**src/rtl/tx_gearbox.sv**
```systemverilog
// 10GBASE-R TX gearbox: packs 66-bit blocks into a continuous 32-bit stream.
// Optional TX_GEARBOX_CHECK_EN adds a sticky invalid sync-header flag.
module tx_gearbox (
    input  logic        clk,
    input  logic        reset,
    input  logic        init_done,
    input  logic [31:0] idata,
    input  logic [1:0]  iheader,
    output logic        header_phase,
    output logic        pause,
    output logic [31:0] odata
`ifdef TX_GEARBOX_CHECK_EN
    ,
    output logic        header_err
`endif
);

    localparam logic [5:0] SEQ_LAST = 6'd32;

    logic        clr;
    logic [5:0]  seq;
    logic        half;
    logic [65:0] buf_q;
    logic [6:0]  cnt;
    logic [65:0] acc;
    logic [6:0]  acc_len;
    logic [65:0] merged;

    assign clr          = reset || !init_done;
    assign pause        = (seq == SEQ_LAST);
    assign header_phase = !half;

    always_comb begin
        acc     = '0;
        acc_len = '0;
        if (!pause) begin
            if (!half) begin
                acc     = {32'd0, idata, iheader};
                acc_len = 7'd34;
            end else begin
                acc     = {34'd0, idata};
                acc_len = 7'd32;
            end
        end
        // Residual never exceeds 32 bits, so the merge fits in 66 bits
        merged = buf_q | (acc << cnt);
    end

    always_ff @(posedge clk) begin
        if (clr) begin
            seq   <= '0;
            half  <= 1'b0;
            buf_q <= '0;
            cnt   <= '0;
            odata <= '0;
        end else begin
            seq   <= pause ? 6'd0 : seq + 6'd1;
            half  <= pause ? half : !half;
            odata <= merged[31:0];
            buf_q <= merged >> 32;
            cnt   <= cnt + acc_len - 7'd32;
        end
    end

`ifdef TX_GEARBOX_CHECK_EN
    always_ff @(posedge clk) begin
        if (clr) begin
            header_err <= 1'b0;
        end else if (!pause && !half &&
                     (iheader == 2'b00 || iheader == 2'b11)) begin
            header_err <= 1'b1;
        end
    end
`endif

endmodule

```
**config.mk**
```make
export PLATFORM = sky130hd
export DESIGN_NAME = tx_gearbox
export DESIGN_NICKNAME = d
export VERILOG_FILES = /design/src/rtl/tx_gearbox.sv
export SDC_FILE = /design/constraint.sdc
export NUM_CORES = 1
export LEC_CHECK = 0
export BUFFER_PORTS_ARGS = -buffer_cell sky130_fd_sc_hd__buf_2
export CAP_MARGIN = 10
export CORE_MARGIN = 2
export CORE_UTILIZATION = 55
export DETAILED_ROUTE_END_ITERATION = 16
export PLACE_DENSITY = 0.76
export SYNTH_ARGS = -nofsm -noshare
export SYNTH_HDL_FRONTEND = slang
export SYNTH_SLANG_ARGS = --single-unit
```
**constraint.sdc**
```tcl
create_clock -name clk -period 5.8 [get_ports clk]
set_input_delay 1.16 -clock clk [delete_from_list [all_inputs] [get_ports clk]]
set_output_delay 1.16 -clock clk [all_outputs]
set_load 0.01 [all_outputs]
```
==> results.py, run 1 <==
metrics = {
    "timing": {
        "setup_viol": 0,
        "rsz0062_at_grt": "no",
        "fin_hold_ws_ps": 431,
        "hold_viol_final": 0,
        "period_minus_slack_ps": 3730,
        "tightest_slew_ps": 1070,
        "drv_slew": 0,
        "timing.fmax_ghz": 0.268,
        "finalWorstSetupSlack_ps": 2070,
        "final.setup.tns_ps": 0,
        "relSlewSlack": 0.288,
        "period_share": 0.643,
        "clock_skew_ps": 13.6,
    },
    "cts": {
        "htree_levels": 3,
        "clk_latency_ps": 360,
        "cts_buffers": 9,
        "clock_sinks": 79,
        "clock_path_buffers": 2,
        "clkTransAtPathRegs_ps": 90,
        "cts_root_buf": "clkbuf_8",
        "cts_resized": 0,
        "post_cts_buffers": 0,
        "cts_hold_buf": 0,
        "cts_tree": "built",
    },
    "status": {
        "status": "completed",
    },
    "worst_hold_path": {
        "min_delay_path_depth": 2,
        "hp-start": "buf_q[17]$_SDFF_PP0_",
        "hold_class": "flip-flop to flip-flop",
        "min_to": "odata[17]$_SDFF_PP0_",
    },
    "finish": {
        "diodes": 0,
        "stdcell_area_um2": 5740,
        "drive_gt1_frac": 0.243,
        "fin_nets": 675,
        "area_delta_synth_final_pct": 10.2,
        "layout_common_cells": "78 x dfxtp_1, 70 x buf_2, 59 x nor2_1",
        "final_common_cell": "dfxtp_1",
        "stdcell_count": 766,
    },
    "yosys": {
        "synth.largest_area_cell": "dfxtp_1",
        "syn_nets": 629,
        "syn-mean-instance-area_um2": 8.90,
        "syn_inst": 586,
        "yosysSeqAreaShare": 0.303,
        "synth.distinct_cells": 62,
        "synth-edff-count": 0,
        "yosysTopAreaCellShare": 0.303,
        "ys.warnings.count": 0,
        "syn-cell-area_um2": 5210,
        "ys_seq_elements": 79,
        "ys.flop_type": "dfxtp_1",
        "ys_top_cells_by_area": "dfxtp_1 30%, mux4_2 13%, mux2i_1 6.0%",
        "async_flop_share": 0,
    },
    "routing": {
        "avgRoutedWirePerCell_um": 21.5,
        "drt_iter0_markers": 548,
        "via_count": 5057,
        "ant_nets": 0,
        "drt_wl_total_um": 16500,
        "viasPerCell": 6.60,
        "drcViolationCount": 0,
        "first_pass_iters": 5,
    },
    "grt": {
        "grt_max_degree": 47,
        "antenna_found_initial": 0,
        "grt_pass1_vias": 4641,
        "grt_pass1_wl_um": 25700,
        "grt_overflow_total": 0,
        "grtUsageTotal": 0.327,
    },
    "critical_path": {
        "reg2reg_slack_ps": 2600,
        "crit_type": "flip-flop to output pin",
        "r2r_start": "seq[0]$_SDFF_PP0_",
        "rr_worst_depth": 12,
        "rr_endpoint": "cnt[6]$_SDFF_PP0_",
        "crit_arrival_ps": 2570,
        "crit_path_max_fanout": 19,
        "required_ps": 4640,
        "crit_path_end_kind": "output pin",
        "critPathLaunchType": "flip-flop",
    },
    "floorplanning": {
        "core_area_um2": 9240,
        "die_height_um": 101,
        "die_w_um": 101,
        "io_pins": 71,
        "rows": 35,
        "start_util": 0.564,
        "dieArea_um2": 10300,
    },
    "job": {
        "max_cap_violations": 0,
    },
    "placement": {
        "dp_slack_ps": 2510,
        "placed_area_um2": 5560,
        "io_buffers": 70,
        "dp_hpwl_um": 12100,
        "placedCellCount": 750,
        "place.gp.congestion": 1.02,
    },
    "power_and_ir_drop": {
        "power_density_nw_per_um2": 219,
        "vdd_drop_max_mv": 0.110,
        "power.leakage_nw": 2.21,
    },
}
## metrics by stage
step	utilization	total power, mW
6_report	0.622	1.26
5_1_grt	0.622	1.31
4_1_cts	0.622	1.25
3_5_place_dp	0.602	0.869
3_3_place_gp	0.602	0.863
2_1_floorplan	-	0.779
## sequential cells by signal (all words and copies together) (netlist names)
name   flops
buf_q     34
odata     32
cnt        6
seq        6
half       1
## layer usage
metal / wire, µm / track usage / vias up
li1: - / - / 2307
met1: 7020 / 0.462 / 2354
met2: 7100 / 0.476 / 343
met3: 1720 / 0.0814 / 53
met4: 634 / 0.141 / 0
met5: 0 / 0 / -
## cell families after synthesis
kind of cell             share of synthesized area
adder cells (fa/ha/maj)                     0.0144
AO/OA/AOI/OAI                                0.207
flip-flops                                   0.303
XOR/XNOR                                    0.0134
multiplexers                                 0.233
buffers and inverters                       0.0504
AND/OR/NAND/NOR                              0.178
## Yosys cell counts (15+ instances only)
library cell,instances
dfxtp_1,79
clkbuf_1,18
o21ai_0,22
a21oi_1,36
nor2_1,59
a22oi_1,18
mux2_2,17
o211ai_1,15
mux4_2,31
mux2i_1,31
o22ai_1,20
nand2_1,56
nand3_1,25
## layout make-up
type / count / area, µm²
fillers: 829 / 3500
multi-input cells: 454 / 3370
flip-flops and latches: 79 / 1580
repair buffers: 78 / 410
well taps: 129 / 161
clock buffers: 10 / 138
clock inverters: 6 / 45.0
inverters: 10 / 37.5
## critical path: stages (launching register included)
cell       delay, ps
dfxtp_1          390
inv_1             60
ha_1             190
nand4bb_1        260
or2_1            610
inv_1            430
buf_2            260
## worst max path at each step
stage          slack (ps)                   end  cells past startpoint               from
6_report             2070                 pause                      6  seq[0]$_SDFF_PP0_
5_1_grt              1960                 pause                      6  seq[0]$_SDFF_PP0_
4_1_cts              2100                 pause                      6  seq[0]$_SDFF_PP0_
3_5_place_dp         2510                 pause                      6  seq[0]$_SDFF_PP0_
3_3_place_gp         2620                 pause                      6  seq[0]$_SDFF_PP0_
2_1_floorplan        3160  odata[29]$_SDFF_PP0_                      5           idata[3]
## power breakdown
group | leakage (nW) | internal, mW | switching [mW]
clock | 0.0849 | 0.168 | 0.221
sequential | 0.643 | 0.558 | 0.00650
combinational | 1.48 | 0.122 | 0.179
total | 2.21 | 0.849 | 0.407
(Power assumes the default switching activity.)
==> run 2, diff against run 1 <==
Settings changed: ABC_AREA set to 1, CORE_UTILIZATION 55 to 53.
Clock period 5.8 ns to 3.17 ns, I/O delays scaled along.
==> results.py, run 2 <==
metrics = {
    "placement": {
        "dp_hpwl_um": 12100,
        "io_buffers": 70,
        "place.gp.congestion": 0.974,
    },
    "timing": {
        "timing.fmax_ghz": 0.416,
        "tightest_slew_ps": 754,
        "fin_hold_ws_ps": 435,
        "clock_skew_ps": 13.1,
        "period_minus_slack_ps": 2400,
        "setup_viol": 0,
        "period_share": 0.759,
        "drv_slew": 0,
        "final.setup.tns_ps": 0,
        "hold_viol_final": 0,
        "rsz0062_at_grt": "no",
        "relSlewSlack": 0.497,
    },
    "routing": {
        "via_count": 5811,
        "drt_iter0_markers": 365,
        "first_pass_iters": 5,
        "drcViolationCount": 0,
        "ant_nets": 0,
        "drt_wl_total_um": 16800,
        "avgRoutedWirePerCell_um": 16.8,
        "viasPerCell": 5.83,
    },
    "yosys": {
        "async_flop_share": 0,
        "yosysTopAreaCellShare": 0.304,
        "synth.largest_area_cell": "dfxtp_1",
        "synth.distinct_cells": 36,
        "ys.flop_type": "dfxtp_1",
        "syn-cell-area_um2": 5210,
        "synth-edff-count": 0,
        "yosysSeqAreaShare": 0.304,
        "syn_nets": 869,
        "yosys-top-cells-count": "273 x nand3_1, 134 x nand2_1, 79 x dfxtp_1",
        "syn-mean-instance-area_um2": 6.31,
        "ys_seq_elements": 79,
        "ys.warnings.count": 0,
        "ys_top_cells_by_area": "dfxtp_1 30%, nand3_1 26%, nand2_1 9.7%",
        "synth_most_common_cell": "nand3_1",
        "syn_inst": 826,
    },
    "critical_path": {
        "critPathLaunchType": "flip-flop",
        "rr_endpoint": "buf_q[7]$_SDFF_PP0_",
        "crit_type": "flip-flop to flip-flop",
        "crit_path_max_fanout": 39,
        "crit_end": "buf_q[7]$_SDFF_PP0_",
        "rr_worst_depth": 10,
        "r2r_start": "seq[0]$_SDFF_PP0_",
        "crit_path_end_kind": "flip-flop",
        "crit_arrival_ps": 2700,
        "reg2reg_slack_ps": 770,
        "startpoint": "seq[0]$_SDFF_PP0_",
        "required_ps": 3470,
    },
    "cts": {
        "clk_latency_ps": 370,
        "clock_sinks": 79,
        "cts_buffers": 9,
        "clkTransAtPathRegs_ps": 90,
        "cts_tree": "built",
        "htree_levels": 3,
        "post_cts_buffers": 0,
        "cts_hold_buf": 0,
        "cts_root_buf": "clkbuf_8",
        "clock_path_buffers": 2,
        "cts_resized": 0,
    },
    "finish": {
        "diodes": 0,
        "largest_reg_flops": 34,
        "fin_nets": 902,
        "seqCellArea_um2": 1580,
        "fin_util": 0.593,
        "layout_common_cells": "273 x nand3_1, 134 x nand2_1, 79 x dfxtp_1",
        "reg.largest.list": "buf_q (34), odata (32)",
        "largest-register": "buf_q",
        "final_common_cell": "nand3_1",
        "drive_gt1_frac": 0.145,
        "area_delta_synth_final_pct": 9.73,
        "num-fill-cells": 982,
        "multiInputGateArea_um2": 2990,
    },
    "floorplanning": {
        "core_area_um2": 9640,
        "die_height_um": 103,
        "dieArea_um2": 10600,
        "start_util": 0.540,
        "die_w_um": 103,
        "io_pins": 71,
        "rows": 36,
    },
    "grt": {
        "grtUsageTotal": 0.334,
        "grt_overflow_total": 0,
        "grt_pass1_vias": 5510,
        "antenna_found_initial": 0,
        "grt_max_degree": 50,
        "grt_pass1_wl_um": 27100,
    },
    "power_and_ir_drop": {
        "power.leakage_nw": 2.64,
        "power_density_nw_per_um2": 416,
        "vdd_drop_max_mv": 0.510,
        "total_power_mw": 2.38,
    },
    "worst_hold_path": {
        "hold_class": "flip-flop to flip-flop",
    },
    "status": {
        "status": "completed",
    },
    "job": {
        "max_cap_violations": 0,
    },
}
-- run 2: worst min-delay path by stage --
stage | start | end | slack [ps] | cells past startpoint
6_report | buf_q[9]$_SDFF_PP0_ | odata[9]$_SDFF_PP0_ | 440 | 2
3_5_place_dp | buf_q[31]$_SDFF_PP0_ | odata[31]$_SDFF_PP0_ | 420 | 2
2_1_floorplan | buf_q[2]$_SDFF_PP0_ | odata[2]$_SDFF_PP0_ | 410 | 2
5_1_grt | buf_q[13]$_SDFF_PP0_ | odata[13]$_SDFF_PP0_ | 450 | 2
3_3_place_gp | buf_q[9]$_SDFF_PP0_ | odata[9]$_SDFF_PP0_ | 420 | 2
4_1_cts | buf_q[4]$_SDFF_PP0_ | odata[4]$_SDFF_PP0_ | 440 | 2
-- run 2: layout make-up --
class	count	area share
clock buffers	11	0.0230
clock inverters	5	0.0144
inverters	78	0.0521
multi-input cells	605	0.522
flip-flops and latches	79	0.277
well taps	133	0.0291
repair buffers	86	0.0823
-- run 2: per-stage QoR --
stage / worst slack, ps / cell area (µm²) / std cells
2_1_floorplan: 1110 / 5210 / 826
3_3_place_gp: 858 / 5500 / 981
3_5_place_dp: 802 / 5500 / 981
4_1_cts: 780 / 5720 / 997
5_1_grt: 523 / 5720 / 997
6_report: 765 / 5720 / 997
-- run 2: per-layer routing --
metal  up-vias  GRT usage  part of all wire
li1       2843          -                 -
met1      2686      0.391              0.39
met2       224      0.589              0.50
met3        58     0.0522             0.058
met4         0      0.171             0.047
met5         -          0                 0
-- run 2: critical path, cell delays in order, from the launching register on --
cell and delay [ps]:
dfxtp_1 410, inv_1 70, ha_1 230, nand3_4 320, buf_4 390, nand3_1 140, nand3_1 170, nand3_1 180
nor2_1 200, nor2_1 60, a21oi_1 150
-- run 2: report_power, final --
group	switching (mW)	internal, mW
Clock	0.392	0.446
Combinational	0.338	0.170
Sequential	0.0112	1.02
Total	0.741	1.64
-- run 2: kinds of logic (layout without fill, tap and decap cells) --
group           count (synthesis)  in the layout  share of synthesized area
flops                          79             79                      0.304
compound gates                119            119                      0.123
simple gates                  479            479                      0.433
fa+ha+maj                       6              6                     0.0144
buf+inv                       142            180                      0.124
xor+xnor                        1              1                    0.00168
